--- config.mk ---
export PLATFORM = sky130hd
export DESIGN_NAME = mem_access
export DESIGN_NICKNAME = d
export VERILOG_FILES = /design/src/rtl/mem_pkg.sv /design/src/rtl/mem_load_fmt.sv /design/src/rtl/mem_access.sv
export SDC_FILE = /design/constraint.sdc
export NUM_CORES = 1
export LEC_CHECK = 0
export ABC_CLOCK_PERIOD_IN_PS = 4130
export CAP_MARGIN = 10
export CELL_PAD_IN_SITES_DETAIL_PLACEMENT = 0
export CELL_PAD_IN_SITES_GLOBAL_PLACEMENT = 1
export CORE_MARGIN = 2
export CORE_UTILIZATION = 30
export CTS_CLUSTER_SIZE = 10
export DETAILED_ROUTE_END_ITERATION = 8
export GPL_TIMING_DRIVEN = 0
export PLACE_DENSITY_LB_ADDON = 0.1
export SYNTH_ARGS = -nofsm -noshare
export SYNTH_HDL_FRONTEND = slang
export SYNTH_HIERARCHICAL = 1
export SYNTH_SLANG_ARGS = --single-unit
--- constraint.sdc ---
create_clock -name clk -period 4.13 [get_ports clk]
set_clock_uncertainty 0.05 [all_clocks]
set_input_delay 0.413 -clock clk [delete_from_list [all_inputs] [get_ports clk]]
set_output_delay 0.413 -clock clk [all_outputs]
set_load 0.02 [all_outputs]
--- src/rtl/mem_pkg.sv ---
// rtl/mem_pkg.sv - shared types, size codes and lane helpers for the data-memory access unit
//
// Purpose: FSM state encoding, MemSize codes and the alignment / store-lane
// helpers used by mem_access and mem_load_fmt.
// Ports: none (package).

package mem_pkg;

  typedef enum logic [1:0] {
    ST_IDLE = 2'd0,
    ST_WAIT = 2'd1,
    ST_DONE = 2'd2
  } mem_state_e;

  localparam logic [1:0] SZ_WORD = 2'b00;
  localparam logic [1:0] SZ_HALF = 2'b01;
  localparam logic [1:0] SZ_BYTE = 2'b10;

  // The reserved size code 2'b11 falls into the word case everywhere.
  function automatic logic is_aligned(input logic [1:0] size, input logic [1:0] addr_lo);
    case (size)
      SZ_BYTE: is_aligned = 1'b1;
      SZ_HALF: is_aligned = ~addr_lo[0];
      default: is_aligned = (addr_lo == 2'b00);
    endcase
  endfunction

  function automatic logic [3:0] store_be(input logic [1:0] size, input logic [1:0] addr_lo);
    case (size)
      SZ_BYTE: store_be = 4'b0001 << addr_lo;
      SZ_HALF: store_be = addr_lo[1] ? 4'b1100 : 4'b0011;
      default: store_be = 4'b1111;
    endcase
  endfunction

  // Data is replicated across lanes so the byte enables alone pick the target.
  function automatic logic [31:0] store_wdata(input logic [1:0] size, input logic [31:0] wd);
    case (size)
      SZ_BYTE: store_wdata = {4{wd[7:0]}};
      SZ_HALF: store_wdata = {2{wd[15:0]}};
      default: store_wdata = wd;
    endcase
  endfunction

endpackage

--- src/rtl/mem_load_fmt.sv ---
// rtl/mem_load_fmt.sv - load lane selection and sign/zero extension
//
// Purpose: pick the addressed byte/half lane out of a memory word and extend
// it to 32 bits; word loads pass through unchanged.
// Ports:
//   rdata    in  [31:0] raw word from memory
//   size     in  [1:0]  access size code (SZ_*)
//   sign_ext in         1 = sign-extend, 0 = zero-extend
//   addr_lo  in  [1:0]  byte offset within the word
//   data     out [31:0] formatted load value

module mem_load_fmt
  import mem_pkg::*;
(
  input  logic [31:0] rdata,
  input  logic [1:0]  size,
  input  logic        sign_ext,
  input  logic [1:0]  addr_lo,
  output logic [31:0] data
);

  logic [7:0]  byte_lane;
  logic [15:0] half_lane;

  always_comb begin
    case (addr_lo)
      2'd0:    byte_lane = rdata[7:0];
      2'd1:    byte_lane = rdata[15:8];
      2'd2:    byte_lane = rdata[23:16];
      default: byte_lane = rdata[31:24];
    endcase
    half_lane = addr_lo[1] ? rdata[31:16] : rdata[15:0];
    case (size)
      SZ_BYTE: data = {{24{sign_ext & byte_lane[7]}}, byte_lane};
      SZ_HALF: data = {{16{sign_ext & half_lane[15]}}, half_lane};
      default: data = rdata;
    endcase
  end

endmodule

--- src/rtl/mem_access.sv ---
// rtl/mem_access.sv - M-stage data-memory access unit with stall, timeout and misalign detection
//
// Purpose: turns the M-stage load/store into a req/ack memory transaction,
// stalls the pipeline while it is outstanding and formats load data.
// Ports:
//   clk, rst                  clock, async active-high reset
//   MemReadM/MemWriteM        load / store request (store wins if both)
//   MemSizeM, MemSignedM      access size and load extension
//   ALUResultM, WriteDataM    byte address and right-justified store data
//   ReadDataM                 registered formatted load result
//   StallM, MisalignM         pipeline stall, combinational misalign flag
//   BusErrM                   one-cycle pulse on memory timeout
//   dmem_req/we/addr/wdata/be registered memory request
//   dmem_rdata, dmem_ack      memory response

module mem_access
  import mem_pkg::*;
#(
  parameter int DMEM_TIMEOUT = 16
) (
  input  logic        clk,
  input  logic        rst,
  input  logic        MemReadM,
  input  logic        MemWriteM,
  input  logic [1:0]  MemSizeM,
  input  logic        MemSignedM,
  input  logic [31:0] ALUResultM,
  input  logic [31:0] WriteDataM,
  output logic [31:0] ReadDataM,
  output logic        StallM,
  output logic        MisalignM,
  output logic        BusErrM,
  output logic        dmem_req,
  output logic        dmem_we,
  output logic [31:0] dmem_addr,
  output logic [31:0] dmem_wdata,
  output logic [3:0]  dmem_be,
  input  logic [31:0] dmem_rdata,
  input  logic        dmem_ack
);

  localparam int CW = $clog2(DMEM_TIMEOUT) + 1;
  localparam logic [CW-1:0] CNT_LAST = CW'(DMEM_TIMEOUT - 1);

  mem_state_e  state_q, state_d;
  logic [CW-1:0] wait_cnt_q, wait_cnt_d;
  logic [31:0] rdata_q, rdata_d;
  logic        bus_err_q, bus_err_d;
  logic        req_q, req_d;
  logic        we_q, we_d;
  logic [31:0] addr_q, addr_d;
  logic [31:0] wdata_q, wdata_d;
  logic [3:0]  be_q, be_d;
  // Attributes of the accepted access, kept for formatting the returned data.
  logic [1:0]  size_q, size_d;
  logic        sign_q, sign_d;
  logic [1:0]  lo_q, lo_d;
  logic        load_q, load_d;

  logic        access;
  logic        aligned;
  logic        valid;
  logic [31:0] fmt_data;

  mem_load_fmt u_fmt (
    .rdata    (dmem_rdata),
    .size     (size_q),
    .sign_ext (sign_q),
    .addr_lo  (lo_q),
    .data     (fmt_data)
  );

  assign access  = MemReadM | MemWriteM;
  assign aligned = is_aligned(MemSizeM, ALUResultM[1:0]);
  assign valid   = access & aligned;

  always_comb begin
    state_d    = state_q;
    wait_cnt_d = wait_cnt_q;
    rdata_d    = rdata_q;
    bus_err_d  = 1'b0;
    req_d      = req_q;
    we_d       = we_q;
    addr_d     = addr_q;
    wdata_d    = wdata_q;
    be_d       = be_q;
    size_d     = size_q;
    sign_d     = sign_q;
    lo_d       = lo_q;
    load_d     = load_q;
    case (state_q)
      ST_IDLE: begin
        if (valid) begin
          state_d    = ST_WAIT;
          wait_cnt_d = '0;
          req_d      = 1'b1;
          we_d       = MemWriteM;
          addr_d     = {ALUResultM[31:2], 2'b00};
          be_d       = store_be(MemSizeM, ALUResultM[1:0]);
          wdata_d    = store_wdata(MemSizeM, WriteDataM);
          size_d     = MemSizeM;
          sign_d     = MemSignedM;
          lo_d       = ALUResultM[1:0];
          load_d     = MemReadM & ~MemWriteM;
        end
      end
      ST_WAIT: begin
        if (dmem_ack) begin
          state_d = ST_DONE;
          req_d   = 1'b0;
          if (load_q) rdata_d = fmt_data;
        end else if (wait_cnt_q == CNT_LAST) begin
          state_d   = ST_DONE;
          req_d     = 1'b0;
          rdata_d   = '0;
          bus_err_d = 1'b1;
        end else begin
          wait_cnt_d = wait_cnt_q + 1'b1;
        end
      end
      ST_DONE: state_d = ST_IDLE;
      default: state_d = ST_IDLE;
    endcase
  end

  always_ff @(posedge clk or posedge rst) begin
    if (rst) begin
      state_q    <= ST_IDLE;
      wait_cnt_q <= '0;
      rdata_q    <= '0;
      bus_err_q  <= 1'b0;
      req_q      <= 1'b0;
      we_q       <= 1'b0;
      addr_q     <= '0;
      wdata_q    <= '0;
      be_q       <= '0;
      size_q     <= SZ_WORD;
      sign_q     <= 1'b0;
      lo_q       <= 2'b00;
      load_q     <= 1'b0;
    end else begin
      state_q    <= state_d;
      wait_cnt_q <= wait_cnt_d;
      rdata_q    <= rdata_d;
      bus_err_q  <= bus_err_d;
      req_q      <= req_d;
      we_q       <= we_d;
      addr_q     <= addr_d;
      wdata_q    <= wdata_d;
      be_q       <= be_d;
      size_q     <= size_d;
      sign_q     <= sign_d;
      lo_q       <= lo_d;
      load_q     <= load_d;
    end
  end

  // DONE releases the stall so the pipeline advances on that edge.
  assign StallM     = ~rst & (((state_q == ST_IDLE) & valid) | (state_q == ST_WAIT));
  assign MisalignM  = ~rst & (state_q == ST_IDLE) & access & ~aligned;
  assign ReadDataM  = rdata_q;
  assign BusErrM    = bus_err_q;
  assign dmem_req   = req_q;
  assign dmem_we    = we_q;
  assign dmem_addr  = addr_q;
  assign dmem_wdata = wdata_q;
  assign dmem_be    = be_q;

endmodule

==> qor.txt <==
Vias in the first global route - 4857
Async set-or-reset flop fraction in the synthesized netlist - 100%
Met3 usage in global routing - 5.35%
Met2 Use GR - 28.5%
Yosys reg bits - 114
Crit Path Class - primary input to output pin
Row count - 50
P&R area growth vs syn - 53.0%
Total negative slack - 0 ps
ANT nets after route - 0
Max Clk Rate - 0.302 GHz
Io pins - 209
Die Area - 20200 um^2
Setup Fix Bufs, Post-CTS - 0
Via density - 4.85
Post-DP Area - 8110 um^2
CTS tree - yes
Maximum vdd drop - 366 uV
Worst hold start - ReadDataM[27]
Mapped Cells - 471
Max-capacitance violation count - 0
WL/cell - 18.4 um
TritonRoute pass-1 iters - 5
Layout Nets - 808
EDFF count, synth - 0
Post-Route WL - 17400 um
CTS sink cnt - 114
CTS clk-pin slew, worst paths - 50 ps
CP Launch Type - primary input
Fillers - 1733
Starting Density - 30.6%
Final hold violations - 0
Pwr Density - 792 nW/um^2
GRT overflow - 0
Final instance area - 8750 um^2
Sequential fraction of the synthesis area - 49.9%
Die width - 142 um
CTS Hold Bufs - 0
Root Driver - clkbuf_16
Status - completed
Synth cell types - 43
Final setup violation count - 0
Worst min path class - flip-flop to flip-flop
1st-iter DRT viols - 200
# H-tree levels - 4
Worst r2r src - wait_cnt_q[0]
Synth warnings - 6
Remaining DRCs - 0
CTS resizes - 0
GRT Overall Usage - 17.4%
Global-route wire length before repair - 26900 um
Antenna diode count - 0
Critical path endpoint category - output pin
Top_reg_cell synth - dfrtp_1
Initial antenna violation count - 0
Static leakage - 3.74 nW
Max Root-Sink Buffers - 2
Minimum clock period after layout - 3320 ps
Crit path max fanout - 10
GR Util met1 - 22.8%
Worst R2R Setup Slack - 1940 ps
CTS buffer count - 17
Die Y-Extent - 142 um
Tightest Pin Transition - 738 ps
Max-slew violations - 0
Core box area - 18700 um^2
GRT Max-Usage Layer - met2
Tot Pwr - 0.00693 W
Hpwl dp - 12800 um
Synthesized area per cell - 12.1 um^2
Gpl congestion - 0.744
Largest net degree at the start of global routing - 62
Layout cells sized above 1 - 19.4%
Slew HR - 50.7%
CP Data Required Time - 3670 ps
Arrival @ worst endpoint - 2850 ps
Port buffer count - 206
Final period util - 80.3%
Crit path from - MemSizeM[0]
Worst-Skew Late Latency - 410 ps
RSZ-0062 raised after global routing - false
Syn Std Cell Area - 5720 um^2
Vias - 4577
final cells by class:
| cell class | instances | area (um^2) | share of cell area (%) |
|---|---|---|---|
| Multi-Input combinational cell | 306 | 2580 | 29.4 |
| Buffer | 39 | 244 | 2.79 |
| Sequential cell | 114 | 2850 | 32.6 |
| Tap cell | 234 | 293 | 3.35 |
| Clock buffer | 21 | 460 | 5.26 |
| Inverter | 13 | 53.8 | 0.615 |
| Clock inverter | 10 | 181 | 2.07 |
| Timing Repair Buffer | 207 | 2090 | 23.9 |
kinds of logic after synthesis:
| family | synth area share (%) |
|---|---|
| buf+inv | 5.12 |
| mux | 18.6 |
| fa+ha+maj | 1.31 |
| flops | 49.9 |
| compound gates | 18.8 |
| other cells | 0.0656 |
| simple gates | 6.24 |
cells in the final DEF, fill, tap and decap left out, drive strengths merged, types with 12 or more instances in the layout:
cell type	n
a21oi	46
a31oi	12
o21ai	15
mux2	72
inv	13
nand2	33
a22o	40
clkdlybuf4s50	206
dfrtp	114
clkbuf	31
buf	30
a22oi	23
power by group:
group	total, W	switching [W]	leakage [nW]	internal, W
combinational	0.00336	0.00162	2.02	0.00175
sequential	0.00194	0.000328	1.40	0.00161
clock	0.00162	0.000522	0.313	0.00110
state kept, by name, summed over array words and instances, names as in the netlist:
signal and count:
dmem_wdata 32, BusErrM 1, size_q 2, ReadDataM 32, lo_q 2, dmem_req 1
dmem_be 4, state_q 2, sign_q 1, dmem_we 1, load_q 1, dmem_addr 30
wait_cnt_q 5
cell usage after synthesis, types with 2 or more instances:
| cell | number | area share, % |
|---|---|---|
| mux2_4 | 59 | 15 |
| buf_1 | 7 | 0.46 |
| buf_6 | 8 | 1.6 |
| a21oi_2 | 11 | 1.7 |
| inv_1 | 13 | 0.85 |
| nand2_1 | 33 | 2.2 |
| o21ai_0 | 13 | 1.1 |
| nand3_1 | 2 | 0.18 |
| nor2_1 | 8 | 0.53 |
| a31oi_1 | 12 | 1.3 |
| dfrtp_1 | 114 | 50 |
| a21oi_1 | 35 | 3.1 |
| a22o_1 | 40 | 6.1 |
| mux2i_1 | 3 | 0.53 |
| buf_4 | 2 | 0.26 |
| clkbuf_1 | 10 | 0.66 |
| mux2_2 | 10 | 2.0 |
| nor2b_1 | 10 | 1.1 |
| ha_1 | 6 | 1.3 |
| nor3_2 | 2 | 0.35 |
| buf_2 | 11 | 0.96 |
| nand2b_1 | 9 | 0.98 |
| a22oi_1 | 23 | 3.0 |
| o2bb2ai_1 | 8 | 1.2 |
| and3_1 | 2 | 0.22 |
| mux2_1 | 3 | 0.59 |
path summary, 6_finish.rpt:
check                                      to  cells after the start
worst max-delay path                   StallM                      9
worst min-delay path            ReadDataM[27]                      1
min in group asynchronous             dmem_we                      2
worst min register to register  ReadDataM[27]                      1
worst max register to register   ReadDataM[2]                      7
max in group asynchronous       ReadDataM[31]                      3
metrics by stage:
| stage | setup slack (ps) | utilization [%] | instances | hold slack (ps) |
|---|---|---|---|---|
| after floorplan | 651 | - | 472 | 441 |
| after global placement | -1280 | 43.2 | 912 | 421 |
| after detailed placement | 816 | 43.4 | 913 | 436 |
| after CTS | 801 | 46.8 | 944 | 455 |
| after global routing | 633 | 46.8 | 944 | 468 |
| final | 814 | 46.8 | 944 | 451 |
critical path: stages:
cell	delay, ps
clkdlybuf4s50_1	510
inv_1	60
ha_1	320
buf_2	200
nor2b_1	120
buf_2	250
o21ai_2	170
a21oi_1	180
clkdlybuf4s50_1	620
per-layer routing:
layer / share of wire (%) / vias up
met5: 0 / -
met4: 0.75 / 0
met2: 48 / 131
met1: 45 / 2262
li1: - / 2176
met3: 6.2 / 8
No activity file was read; power rests on OpenSTA's default activity.
